## src/rtl/bus_arbiter_pkg.sv

```systemverilog
// Shared types and constants for the round-robin bus arbiter.
// State encodings are fixed so the arbiter state can be decoded by other tools.
package bus_arbiter_pkg;

    typedef enum logic [1:0] {
        StIdle  = 2'd0,
        StGrant = 2'd1,
        StTurn  = 2'd2
    } arb_state_e;

    // Hold-counter width used when ownership timeout is compiled in.
    localparam int unsigned HoldCntW = 8;

    // Width of the owner / last_owner index, enough for up to 8 requesters.
    localparam int unsigned OwnerW = 3;

endpackage

```

## src/rtl/bus_arbiter_if.sv

```systemverilog
// Request/grant bundle between requesters and the bus arbiter.
// master = requester side, slave = arbiter side.
interface bus_arbiter_if
    import bus_arbiter_pkg::*;
#(
    parameter int unsigned NREQ = 4
) ();

    logic [NREQ-1:0]   req;
    logic [NREQ-1:0]   gnt;
    logic [NREQ-1:0]   en_n;
    logic [OwnerW-1:0] owner;
    logic              busy;
    logic              tmo;

    modport master (
        output req,
        input  gnt,
        input  en_n,
        input  owner,
        input  busy,
        input  tmo
    );

    modport slave (
        input  req,
        output gnt,
        output en_n,
        output owner,
        output busy,
        output tmo
    );

endinterface

```

## src/rtl/bus_arbiter_rr_pick.sv

```systemverilog
// Combinational round-robin picker: searches from last_owner+1 upwards, wrapping,
// so the previous owner has the lowest priority.
module rr_pick
    import bus_arbiter_pkg::*;
#(
    parameter int unsigned NREQ = 4
) (
    input  logic [NREQ-1:0]   i_req,
    input  logic [OwnerW-1:0] i_last_owner,
    output logic [OwnerW-1:0] o_winner,
    output logic              o_valid
);

    always_comb begin
        int unsigned w_idx;
        o_winner = '0;
        o_valid  = 1'b0;
        w_idx    = 0;
        // k == NREQ lands back on last_owner itself, so a lone requester can win again.
        for (int unsigned k = 1; k <= NREQ; k++) begin
            w_idx = (32'(i_last_owner) + k) % NREQ;
            if (!o_valid && ((i_req & (NREQ'(1) << w_idx)) != '0)) begin
                o_valid  = 1'b1;
                o_winner = OwnerW'(w_idx);
            end
        end
    end

endmodule

```

## src/rtl/bus_arbiter.sv

```systemverilog
// Round-robin owner arbiter for a shared tristate bus with a one-cycle all-off turnaround.
// Optional ownership timeout is compiled in with `define ARB_TIMEOUT_EN.
module bus_arbiter
    import bus_arbiter_pkg::*;
#(
    parameter int unsigned NREQ     = 4,
    parameter int unsigned MAX_HOLD = 16
) (
    input  logic            i_clk,
    input  logic            i_rst_n,
    bus_arbiter_if.slave    bus
);

    if (NREQ < 2 || NREQ > 8) begin : g_bad_nreq
        $error("bus_arbiter: NREQ must be within 2..8");
    end
    if (MAX_HOLD < 2 || MAX_HOLD > (1 << HoldCntW) - 1) begin : g_bad_hold
        $error("bus_arbiter: MAX_HOLD must be within 2..255");
    end

    arb_state_e        r_state;
    arb_state_e        w_state_d;
    logic [NREQ-1:0]   r_gnt;
    logic [NREQ-1:0]   w_win_oh;
    logic [OwnerW-1:0] r_owner;
    logic [OwnerW-1:0] r_last_owner;
    logic [OwnerW-1:0] w_winner;
    logic              w_valid;
    logic              w_issue;
    logic              w_release;
    logic              w_owner_req;

    rr_pick #(
        .NREQ (NREQ)
    ) u_rr_pick (
        .i_req        (bus.req),
        .i_last_owner (r_last_owner),
        .o_winner     (w_winner),
        .o_valid      (w_valid)
    );

    assign w_win_oh    = NREQ'(1) << w_winner;
    // r_gnt is one-hot on the owner, so this is req[owner] without a wide index.
    assign w_owner_req = |(r_gnt & bus.req);

`ifdef ARB_TIMEOUT_EN
    logic [HoldCntW-1:0] r_hold_cnt;
    logic                w_hold_expired;
    logic                w_tmo_d;
    logic                r_tmo;

    assign w_hold_expired = (r_hold_cnt == HoldCntW'(MAX_HOLD - 1));
`endif

    always_comb begin
        w_state_d = r_state;
        w_issue   = 1'b0;
        w_release = 1'b0;
`ifdef ARB_TIMEOUT_EN
        w_tmo_d   = 1'b0;
`endif
        case (r_state)
            StIdle: begin
                if (w_valid) begin
                    w_state_d = StGrant;
                    w_issue   = 1'b1;
                end
            end
            StGrant: begin
                if (!w_owner_req) begin
                    w_state_d = StTurn;
                    w_release = 1'b1;
                end
`ifdef ARB_TIMEOUT_EN
                else if (w_hold_expired) begin
                    w_state_d = StTurn;
                    w_release = 1'b1;
                    w_tmo_d   = 1'b1;
                end
`endif
            end
            StTurn: begin
                if (w_valid) begin
                    w_state_d = StGrant;
                    w_issue   = 1'b1;
                end else begin
                    w_state_d = StIdle;
                end
            end
            default: w_state_d = StIdle;
        endcase
    end

    always_ff @(posedge i_clk) begin
        if (!i_rst_n) begin
            r_state      <= StIdle;
            r_gnt        <= '0;
            r_owner      <= '0;
            r_last_owner <= OwnerW'(NREQ - 1);
        end else begin
            r_state <= w_state_d;
            if (w_issue) begin
                r_gnt        <= w_win_oh;
                r_owner      <= w_winner;
                r_last_owner <= w_winner;
            end else if (w_release) begin
                r_gnt <= '0;
            end
        end
    end

`ifdef ARB_TIMEOUT_EN
    always_ff @(posedge i_clk) begin
        if (!i_rst_n) begin
            r_hold_cnt <= '0;
            r_tmo      <= 1'b0;
        end else begin
            r_tmo <= w_tmo_d;
            if (w_issue) begin
                r_hold_cnt <= '0;
            end else if (r_state == StGrant) begin
                r_hold_cnt <= r_hold_cnt + 1'b1;
            end
        end
    end

    assign bus.tmo = r_tmo;
`else
    assign bus.tmo = 1'b0;
`endif

    assign bus.gnt   = r_gnt;
    assign bus.en_n  = ~r_gnt;
    assign bus.owner = r_owner;
    assign bus.busy  = (r_state == StGrant);

endmodule

```

## src/flat_wrapper.sv

```systemverilog
// flat-port wrapper written by rule: the top's interface ports become plain ports
module bus_arbiter_flat import bus_arbiter_pkg::*;
#(
    parameter int unsigned NREQ     = 4,
    parameter int unsigned MAX_HOLD = 16
)
  (i_clk, i_rst_n, bus_req, bus_gnt, bus_en_n, bus_owner, bus_busy, bus_tmo);
  bus_arbiter_if #(.NREQ(NREQ)) bus_i ();
  input  logic i_clk;
  input  logic i_rst_n;
  input wire logic [$bits(bus_i.req)-1:0] bus_req;
  output wire logic [$bits(bus_i.gnt)-1:0] bus_gnt;
  output wire logic [$bits(bus_i.en_n)-1:0] bus_en_n;
  output wire logic [$bits(bus_i.owner)-1:0] bus_owner;
  output wire logic [$bits(bus_i.busy)-1:0] bus_busy;
  output wire logic [$bits(bus_i.tmo)-1:0] bus_tmo;
  assign bus_i.req = bus_req;
  assign bus_gnt = bus_i.gnt;
  assign bus_en_n = bus_i.en_n;
  assign bus_owner = bus_i.owner;
  assign bus_busy = bus_i.busy;
  assign bus_tmo = bus_i.tmo;
  bus_arbiter #(.NREQ(NREQ), .MAX_HOLD(MAX_HOLD)) u_core (.i_clk(i_clk), .i_rst_n(i_rst_n), .bus(bus_i));
endmodule
```

## config.mk

```make
export PLATFORM = sky130hd
export DESIGN_NAME = bus_arbiter_flat
export DESIGN_NICKNAME = d
export VERILOG_FILES = /design/src/rtl/bus_arbiter_pkg.sv /design/src/rtl/bus_arbiter_if.sv /design/src/rtl/bus_arbiter_rr_pick.sv /design/src/rtl/bus_arbiter.sv /design/src/flat_wrapper.sv
export SDC_FILE = /design/constraint.sdc
export NUM_CORES = 1
export LEC_CHECK = 0
export BUFFER_PORTS_ARGS = -buffer_cell sky130_fd_sc_hd__buf_2
export CORE_ASPECT_RATIO = 1.25
export CORE_MARGIN = 2
export CORE_UTILIZATION = 25
export CTS_BUF_LIST = sky130_fd_sc_hd__clkbuf_8 sky130_fd_sc_hd__clkbuf_16
export CTS_CLUSTER_SIZE = 25
export DETAILED_ROUTE_END_ITERATION = 8
export GPL_ROUTABILITY_DRIVEN = 0
export GPL_TIMING_DRIVEN = 0
export PLACE_DENSITY_LB_ADDON = 0.3
export SETUP_SLACK_MARGIN = 0.3
export SYNTH_ARGS = -nofsm -noshare
export SYNTH_HDL_FRONTEND = slang
export SYNTH_SLANG_ARGS = --single-unit
```

## constraint.sdc

```tcl
create_clock -name i_clk -period 5.1 [get_ports i_clk]
set_input_delay 0.765 -clock i_clk [delete_from_list [all_inputs] [get_ports i_clk]]
set_output_delay 0.765 -clock i_clk [all_outputs]
set_load 0.02 [all_outputs]
```

==> Word-level counts from Yosys, hierarchy flattened <==
Cells that the tools add are included.
{ "word_totals": {"reg_bits": 11, "input_bits": 6} }
{ "classes": {"add_sub_neg": 4, "eq_ne": 4, "n_shift": 5, "n_mux": 18, "bitwise": 6, "reduce_logical": 15} }
{ "ops": {"columns": ["op", "n"], "rows": [
  ["bitwise AND 4 bit", 5],
  ["nonzero test 4 bit", 4],
  ["left shift 1 x 2 -> 4 bit, first input constant", 4],
  ["two-way mux 1 bit", 9],
  ["two-way mux 2 bit", 4],
  ["two-way mux 4 bit", 2],
  ["two-way mux 3 bit", 2],
  ["case mux 2 bit (3 select lines)", 1],
  ["adder 2 x 1 -> 2 bit, second input constant", 2],
  ["adder 2 bit, second input constant", 2],
  ["inequality test 2 bit, second input constant", 2],
  ["inverter 4 bit", 1],
  ["OR reduction 4 bit", 1],
  ["left shift 1 x 3 -> 4 bit, first input constant", 1],
  ["logical AND 1 bit", 3],
  ["zero test 1 bit", 3],
  ["equality test 2 x 1 -> 1 bit, second input constant", 1],
  ["equality test 2 bit, second input constant", 1],
  ["zero test 2 bit", 1],
  ["AND reduction 2 bit", 1],
  ["nonzero test 2 bit", 1],
  ["OR reduction 2 bit", 1]
]} }

==> Depth between registers and ports, before layout <==
Gate-level depths: netlist (run 1).
{ "depth": {"word_depth": 17, "ltp_mapped": 7, "depth_no_buf": 7} }

==> Cells and area by module <==
A second synthesis (run 1) with hierarchy kept.
{ "hier_totals": {"hier_cells": 87, "area_unflattened_um2": 708.2} }
{ "by_module_without_submodules": {"columns": ["module", "n_inst", "cells_each", "area_each_um2", "seq_area_each_um2"], "rows": [
  ["bus_arbiter", 1, 55, 467.9, 220.2],
  ["rr_pick", 1, 32, 240.2, 0.0]
]} }

==> Least setup slack after synthesis (run 1) <==
No wires, ideal clock.
{ "synth_path": {"path_kind": "input -> register", "from": "input port bus_req[2]", "to": "register u_core.r_gnt[2], in the netlist u_core.bus.gnt[2]", "setup_time_ns": 0.136, "arrival_ns": 1.840, "required_ns": 4.964, "slack_ns": 3.124, "stages": 5, "path_cell_list": "a22o_1 > a221oi_4 > nor3_1 > a311oi_1 > o32ai_1"} }
{ "synth_via": {"elab_chain_len": 15, "word_cells_on_any_way": 31, "cone_classes": "shift: 1; mux: 13; bitwise: 5; reduce/logical: 12"} }
{ "synth_rtl": {"columns": ["element", "line_no", "source"], "rows": [
  ["start: declaration", "flat_wrapper.sv:11", "input wire logic [$bits(bus_i.req)-1:0] bus_req;"],
  ["bitwise AND 4 bit", "bus_arbiter_rr_pick.sv:22", "if (!o_valid && ((i_req & (NREQ'(1) << w_idx)) != '0)) begin"],
  ["nonzero test 4 bit", "bus_arbiter_rr_pick.sv:22", null],
  ["two-way mux 1 bit", "bus_arbiter_rr_pick.sv:22", null],
  ["zero test 1 bit", "bus_arbiter_rr_pick.sv:22", null],
  ["logical AND 1 bit", "bus_arbiter_rr_pick.sv:22", null],
  ["two-way mux 1 bit", "bus_arbiter_rr_pick.sv:22", null],
  ["zero test 1 bit", "bus_arbiter_rr_pick.sv:22", null],
  ["logical AND 1 bit", "bus_arbiter_rr_pick.sv:22", null],
  ["two-way mux 1 bit", "bus_arbiter_rr_pick.sv:22", null],
  ["zero test 1 bit", "bus_arbiter_rr_pick.sv:22", null],
  ["logical AND 1 bit", "bus_arbiter_rr_pick.sv:22", null],
  ["two-way mux 1 bit", "bus_arbiter_rr_pick.sv:22", null],
  ["two-way mux 1 bit", "bus_arbiter.sv:64, bus_arbiter.sv:83", null],
  ["two-way mux 1 bit", null, null],
  ["two-way mux 4 bit / nonzero test 2 bit (equally long branches)", null, null],
  ["end signal: assignment", "bus_arbiter.sv:103", "r_gnt <= w_win_oh;"],
  ["end: declaration", "bus_arbiter.sv:23", "logic [NREQ-1:0] r_gnt;"]
]} }
Parallel ways exist; a longest one is shown, timed or not.
A chain may end at the register's enable or synchronous reset.

==> Worst setup path after layout (run 1) <==
{ "layout_path": {"from": "register u_core.r_last_owner[1]", "to": "register u_core.r_gnt[3], in the netlist u_core.bus.gnt[3]"} }
{ "layout_via": {"elab_chain_len": 17, "word_cells_on_any_way": 35, "cone_classes": "add/sub: 4; shift: 5; mux: 11; bitwise: 4; reduce/logical: 11"} }
{ "layout_rtl": {"columns": ["element", "line_no", "source"], "rows": [
  ["start: declaration", "bus_arbiter.sv:26", "logic [OwnerW-1:0] r_last_owner;"],
  ["start signal: assignment", "bus_arbiter.sv:99", "r_last_owner <= OwnerW'(NREQ - 1);"],
  ["start signal: assignment", "bus_arbiter.sv:105", "r_last_owner <= w_winner;"],
  ["adder 2 x 1 -> 2 bit", "bus_arbiter_rr_pick.sv:21", "w_idx = (32'(i_last_owner) + k) % NREQ;"],
  ["left shift 1 x 2 -> 4 bit", "bus_arbiter_rr_pick.sv:22", null],
  ["bitwise AND 4 bit", "bus_arbiter_rr_pick.sv:22", null],
  ["nonzero test 4 bit", "bus_arbiter_rr_pick.sv:22", null],
  ["two-way mux 1 bit", "bus_arbiter_rr_pick.sv:22", null],
  ["zero test 1 bit", "bus_arbiter_rr_pick.sv:22", null],
  ["logical AND 1 bit", "bus_arbiter_rr_pick.sv:22", null],
  ["two-way mux 1 bit", "bus_arbiter_rr_pick.sv:22", null],
  ["zero test 1 bit", "bus_arbiter_rr_pick.sv:22", null],
  ["logical AND 1 bit", "bus_arbiter_rr_pick.sv:22", null],
  ["two-way mux 1 bit", "bus_arbiter_rr_pick.sv:22", null],
  ["zero test 1 bit", "bus_arbiter_rr_pick.sv:22", null],
  ["logical AND 1 bit", "bus_arbiter_rr_pick.sv:22", null],
  ["two-way mux 1 bit", "bus_arbiter_rr_pick.sv:22", null],
  ["two-way mux 1 bit", "bus_arbiter.sv:64, bus_arbiter.sv:83", null],
  ["two-way mux 1 bit", null, null],
  ["two-way mux 4 bit / nonzero test 2 bit (equally long branches)", null, null]
]} }
Parallel ways exist; a longest one is shown, timed or not.

==> results of run 1 <==
cell type report:
cell class | instances | area, µm²
Sequential cell | 10 | 200
Buffer | 3 | 18.8
Multi-Input combinational cell | 54 | 423
Tap cell | 33 | 41.3
Fill cell | 263 | 1640
Clock buffer | 4 | 55.1
Inverter | 7 | 26.3
Timing Repair Buffer | 15 | 75.1
path summary, 6_finish.rpt:
path / endpoint / from / slack (ns) / depth (start not counted)
setup / recovery: u_core.bus.gnt[3]$_SDFFE_PN0P_ / u_core.r_last_owner[1]$_SDFFE_PN1P_ / 2.76 / 7
hold / removal: u_core.bus.owner[0]$_SDFFE_PN0P_ / u_core.bus.owner[0]$_SDFFE_PN0P_ / 0.51 / 1
hold reg to reg: u_core.bus.owner[0]$_SDFFE_PN0P_ / u_core.bus.owner[0]$_SDFFE_PN0P_ / 0.51 / 1
setup reg to reg: u_core.bus.gnt[3]$_SDFFE_PN0P_ / u_core.r_last_owner[1]$_SDFFE_PN1P_ / 2.76 / 7
power by group through the flow:
stage	clock network (µW)	logic, µW	registers, µW
floorplan	0	255	156
global placement	0	358	139
finish	100	360	138
CTS	101	361	138
detailed placement	0	359	139
global route	104	397	142
stage by stage:
| step | setup WS, ns | instance area [µm²] | cells | power [µW] | utilization (%) |
|---|---|---|---|---|---|
| finish | 2.76 | 840 | 126 | 598 | 33.9 |
| global placement | 2.67 | 785 | 122 | 497 | 31.7 |
| CTS | 2.79 | 840 | 126 | 599 | 33.9 |
| detailed placement | 2.68 | 785 | 122 | 498 | 31.7 |
| floorplan | 3.12 | 668 | 74 | 411 | - |
| global route | 2.64 | 840 | 126 | 644 | 33.9 |
cell families after synthesis:
kind of cell	after synthesis	synth area share [%]
other	1	0.564
buffers and inverters	10	6.78
DFF	10	30.1
AOI/OAI and AO/OA	29	41.2
and+or+nand+nor	19	13.7
adders and majority gates	4	7.53
routing by layer:
layer / up-vias / wire length, µm / share of wire [%]
met4: 0 / 52 / 3.4
met1: 277 / 747 / 49
met3: 5 / 70 / 4.6
met2: 16 / 642 / 42
li1: 315 / - / -
met5: - / 0 / 0
synthesized netlist by cell type:
cell type  number  area share (%)
nand2_1         6             3.4
nand3_1         1            0.75
nor3_1          2             1.5
nor2_1          4             2.3
and3_1          1            0.94
o211a_1         1             1.5
a22o_1          2             2.6
a221oi_4        2             7.9
a32oi_1         2             2.6
o21ai_0         3             2.3
a21oi_1         1            0.75
ha_1            4             7.5
a41oi_2         1             2.4
conb_1          1            0.56
a221oi_1        1             1.3
a22oi_1         4             4.5
a22o_2          1             1.5
clkbuf_1        1            0.56
buf_4           2             2.3
o32ai_1         4             5.3
a21o_1          2             2.3
a31oi_1         1            0.94
and2_2          1             1.1
o21ai_2         1             1.3
o211ai_1        1             1.1
a311oi_1        1             1.3
a311o_1         1             1.5
dfxtp_1        10              30
nor2b_1         2             1.9
and2_1          2             1.9
inv_1           7             4.0
worst max-delay path: stages, from the launching register on:
cell      delay, ns
dfxtp_1        0.40
inv_1          0.11
ha_1           0.24
a22o_1         0.27
a221oi_4       0.26
o21ai_2        0.10
a311oi_1       0.62
o32ai_1        0.18
flip-flops by register name (all words and copies together), names as in the netlist:
signal / flops
u_core.r_state: 2
u_core.bus.owner: 2
u_core.bus.gnt: 4
u_core.r_last_owner: 2
==> run_results.csv, run 1 <==
group,metric,value,unit
sta,hold_slack,0.506,ns
clock_network,clkSlewWorstSetupHoldPaths,0.05,ns
sta,rsz0062_at_grt,"false",
place,dp_hpwl,1160,µm
grt,antenna_found_initial,0,
floorplanning,die_w,50.1,µm
pwr,p_sw,279,µW
grt,grt_usage,10.5,%
finish,final_common_cell,"buf_2",
pwr,clkPwrFrac,16.8,%
clock_network,cts_htree_levels,1,
grt,grtUsageMet3,1.46,%
pwr,power_frac_comb,60.2,%
grt,grt_util_met2,15.6,%
drt,antenna_left,0,
finish,area_growth_syn_to_layout,26.4,%
pwr,p_int,319,µW
drt,vias,613,
critical_path,end_kind,"flip-flop",
floorplanning,die_area,3090,µm²
sta,tightest_slew,0.690,ns
sta,finalSetupViolations,0,
clock_network,hold_buffers,0,
sta,min_period_over_period,45.8,%
finish,final_cell_mix,"15 x buf_2, 10 x dfxtp_1, 7 x inv_1, 6 x nand2_1",
clock_network,cts_buffer_depth,2,
pwr,netSwitchingFraction,46.7,%
job,drv_cap,0,
finish,insertedDiodeCount,0,
critical_path,crit_path_start_kind,"flip-flop",
sta,finalHoldViolations,0,
pwr,ir_drop,0.270,mV
clock_network,cts_tree,"built",
clock_network,cts_sinks,10,
critical_path,required,5.19,ns
sta,slew_headroom,53.7,%
floorplanning,dieHeight,61.6,µm
clock_network,numCtsBuffers,3,
clock_network,post-cts-setup-buffers,0,
critical_path,critical_path_peak_fanout,5,
pwr,p_seq_share,23.0,%
floorplanning,num_rows,20,
grt,grt.busiest_layer,"met2",
sta,skew,0.00477,ns
sta,finalMaxSlewViolations,0,
drt,routed_wl,1510,µm
min_path,hp-class,"flip-flop to flip-flop",
grt,use_met1,13.8,%
drt,drc,0,
drt,drt_iter0_drc,13,
synthesis,syn-instance-count,73,
grt,grt_pass1_wl,2450,µm
sta,fin_tns_setup,0,ns
synthesis,yosys_warnings,0,
place,port_buffers,15,
synthesis,synth_cell_types,31,
finish,nets,104,
pwr,power_density,712,nW/µm²
finish,drive_gt1_share,29.0,%
critical_path,critPathKind,"flip-flop to flip-flop",
sta,fmax,428,MHz
clock_network,clk-insertion-delay-late,0.24,ns
clock_network,cts_resized,0,
floorplanning,pin_count,19,
critical_path,cp.arrival,2.43,ns
drt,dr.pass1.iters,6,
synthesis,synth_area,664,µm²
floorplanning,coreArea,2480,µm²
sta,min_period,2.34,ns
synthesis,syn_avg_cell_area,9.10,µm²
synthesis,ys_seq_area_share,30.1,%
grt,gr-total-overflow,0,
run_status,status,"complete, no violations",
pwr,leakagePower,0.000360,µW
grt,grt_pass1_vias,552,
floorplanning,initial_core_util,26.8,%
drt,wl_per_cell,12.0,µm
synthesis,synth.ff_latch_count,10,
drt,via_per_inst,4.87,
grt,grt_max_degree,11,
clock_network,cts-root-buf,"clkbuf_8",
Note: power is estimated with default switching activity, not from simulation.
==> inputs of run 2 (changes only) <==
--- a/config.mk
+++ b/config.mk
@@ -5,6 +5,7 @@
 export SDC_FILE = /design/constraint.sdc
 export NUM_CORES = 1
 export LEC_CHECK = 0
+export ABC_AREA = 1
 export BUFFER_PORTS_ARGS = -buffer_cell sky130_fd_sc_hd__buf_2
 export CORE_ASPECT_RATIO = 1.25
 export CORE_MARGIN = 2
==> constraint.sdc (replaced) <==
create_clock -name i_clk -period 2.3 [get_ports i_clk]
set_input_delay 0.345 -clock i_clk [delete_from_list [all_inputs] [get_ports i_clk]]
set_output_delay 0.345 -clock i_clk [all_outputs]
set_load 0.02 [all_outputs]
==> run_results.csv, run 2 <==
group,metric,value,unit
run_status,status,"complete, no violations",
drt,antenna_left,0,
synthesis,syn_avg_cell_area,7.11,µm²
synthesis,yosys.area.top_type_share,25.6,%
clock_network,post-cts-setup-buffers,0,
synthesis,synth_compound_area_share,12.2,%
synthesis,synth.most_common_cell,"nand2_1",
critical_path,required,2.41,ns
clock_network,hold_buffers,0,
critical_path,cp-startpoint,"u_core.r_last_owner[0]$_SDFFE_PN1P_",
grt,grt_pass1_wl,3000,µm
synthesis,synthAdderAreaFrac,6.40,%
critical_path,critPathMostFrequentCell,"inv_1",
sta,min_period,1.81,ns
finish,largest_register_ffs,4,
synthesis,synth_area_leaders,"dfxtp_1 26%, nand2_1 12%, nand2_2 7.2%, ha_1 6.4%, inv_1 5.8%",
floorplanning,die_area,3590,µm²
sta,finalSetupViolations,0,
pwr,p_int,688,µW
pwr,p_total,1430,µW
floorplanning,dieHeight,66.5,µm
sta,finalMaxSlewViolations,0,
finish,area_growth_syn_to_layout,22.7,%
clock_network,cts-root-buf,"clkbuf_8",
place,port_buffers,16,
critical_path,r2r_cells,10,
pwr,leakagePower,0.000445,µW
synthesis,synthFlopType,"dfxtp_1",
synthesis,yosys_warnings,0,
grt,gr-total-overflow,0,
sta,fin_tns_setup,0,ns
pwr,power_density,1490,nW/µm²
finish,fillers,333,
critical_path,end_kind,"flip-flop",
critical_path,critPathKind,"flip-flop to flip-flop",
grt,antenna_found_initial,0,
critical_path,cp.arrival,1.92,ns
critical_path,slowest_stage,"dfxtp_1",
synthesis,synth-simple-area-share,47.7,%
synthesis,synth_top_family_by_area,"simple AND/OR/NAND/NOR gates",
floorplanning,initial_core_util,26.3,%
critical_path,r2r-start,"u_core.r_last_owner[0]$_SDFFE_PN1P_",
critical_path,endpoint,"u_core.r_last_owner[0]$_SDFFE_PN1P_",
grt,grt_pass1_vias,672,
floorplanning,coreArea,2970,µm²
job,drv_cap,0,
synthesis,async_flop_share,0,%
finish,final_common_cell,"nand2_1",
pwr,p_seq_share,19.8,%
drt,wl_per_cell,10.8,µm
sta,fmax,551,MHz
drt,routed_wl,1800,µm
drt,dr.pass1.iters,4,
sta,min_period_over_period,78.9,%
pwr,netSwitchingFraction,51.9,%
pwr,ir_drop,0.431,mV
min_path,hp-class,"input port to flip-flop",
floorplanning,pin_count,19,
place,dp_hpwl,1460,µm
synthesis,synth_top_area_cell,"dfxtp_1",
pwr,p_sw,744,µW
min_path,hp-start,"i_rst_n",
synthesis,synth_cell_types,25,
pwr,clkPwrFrac,12.4,%
critical_path,cp.depth,10,
sta,skew,0.00431,ns
place,dp.cells,163,
clock_network,numCtsBuffers,3,
pwr,power_frac_comb,67.8,%
finish,fin_cells,166,
synthesis,synth_common_cells,"26 x nand2_1, 12 x inv_1, 11 x nor2_1",
synthesis,synth_area,782,µm²
finish,drive_gt1_share,33.8,%
drt,vias,736,
finish,nets,142,
sta,finalHoldViolations,0,
critical_path,cp_num_buf_inv,2,
floorplanning,num_rows,22,
critical_path,cp_slowest_stage_delay,0.35,ns
clock_network,cts_resized,0,
clock_network,clkSlewWorstSetupHoldPaths,0.04,ns
finish,insertedDiodeCount,0,
clock_network,clk-insertion-delay-late,0.23,ns
synthesis,synth_edf_count,0,
clock_network,cts_sinks,10,
synthesis,synthXorXnorAreaFrac,0,%
finish,final_cell_mix,"26 x nand2_1, 16 x buf_2, 11 x inv_1, 11 x nor2_1, 10 x dfxtp_1",
critical_path,cp_top_family,"simple AND/OR/NAND/NOR gates",
critical_path,r2r-end,"u_core.r_last_owner[0]$_SDFFE_PN1P_",
clock_network,cts_tree,"built",
critical_path,critical_path_peak_fanout,8,
synthesis,ys_seq_area_share,25.6,%
critical_path,worstPathCellList,"inv_1 -> ha_1 -> nand2_1 -> nand2_2 -> nor2_8 -> nand3_4 -> o21ai_4 -> nor2_2 -> inv_1 -> o211ai_1",
synthesis,synth.ff_latch_count,10,
synthesis,syn-instance-count,110,
drt,drc,0,
clock_network,cts_buffer_depth,2,
grt,grt_max_degree,9,
drt,drt_iter0_drc,34,
grt,grt_usage,11.4,%
critical_path,crit_path_start_kind,"flip-flop",
floorplanning,die_w,54.0,µm
clock_network,cts_htree_levels,1,
synthesis,muxShareOfSynthArea,0,%
sta,rsz0062_at_grt,"false",
critical_path,reg2reg_slack,0.49,ns
drt,via_per_inst,4.43,
-- run 2: cell families (layout without fill, tap and decap cells) --
| group | Yosys count | in the layout |
|---|---|---|
| other | 1 | 2 |
| AND/OR/NAND/NOR | 67 | 67 |
| flip-flops | 10 | 10 |
| AO/OA/AOI/OAI | 14 | 14 |
| adder cells (fa/ha/maj) | 4 | 4 |
| buffers and inverters | 14 | 33 |
-- run 2: worst min path at each step --
stage,endpoint,slack [ns],depth (start not counted)
6_report,u_core.r_last_owner[1]$_SDFFE_PN1P_,0.35,2
5_1_grt,u_core.r_last_owner[0]$_SDFFE_PN1P_,0.35,2
4_1_cts,u_core.r_last_owner[0]$_SDFFE_PN1P_,0.34,2
3_5_place_dp,u_core.bus.owner[1]$_SDFFE_PN0P_,0.46,2
3_3_place_gp,u_core.bus.owner[0]$_SDFFE_PN0P_,0.46,2
2_1_floorplan,u_core.r_last_owner[0]$_SDFFE_PN1P_,0.44,1
-- run 2: through the flow --
step	instance area (µm²)	hold slack [ns]	setup WS, ns	util (%)
floorplan	786	0.444	0.673	-
global placement	911	0.462	0.476	30.6
detailed placement	911	0.465	0.458	30.6
CTS	952	0.342	0.447	32.0
global route	960	0.351	0.305	32.3
finish	960	0.346	0.486	32.3
-- run 2: final cells by class --
type                    instances  area (µm²)  share of cell area [%]
multi-input cells              87         533                    55.5
inverters                      12        45.0                    4.69
clock buffers                   3        41.3                    4.30
repair buffers                 16        80.1                    8.34
plain buffers                   2        15.0                    1.56
flip-flops and latches         10         200                    20.9
well taps                      36        45.0                    4.69
-- run 2: power by group through the flow --
stage | clock (µW) | sequential [µW] | combinational [µW]
2_1_floorplan | 0 | 315 | 731
4_1_cts | 180 | 283 | 973
5_1_grt | 197 | 294 | 1090
3_5_place_dp | 0 | 286 | 967
3_3_place_gp | 0 | 283 | 961
6_report | 177 | 284 | 971
-- run 2: worst register-to-register path, stage by stage, from the launching register on --
cell      delay (ns)
dfxtp_1         0.35
inv_1           0.12
ha_1            0.26
nand2_1         0.09
nand2_2         0.10
nor2_8          0.18
nand3_4         0.10
o21ai_4         0.25
nor2_2          0.09
inv_1           0.08
o211ai_1        0.08
-- run 2: metal layers --
layer  part of all wire, %  vias to the layer above  routed length, µm  track usage (%)
met5                     0                        -                  0                0
met4                  0.78                        0                 14             4.69
met3                   5.6                        2                101             2.47
met2                    48                       22                860             18.0
met1                    46                      320                823             14.9
li1                      -                      392                  -                -
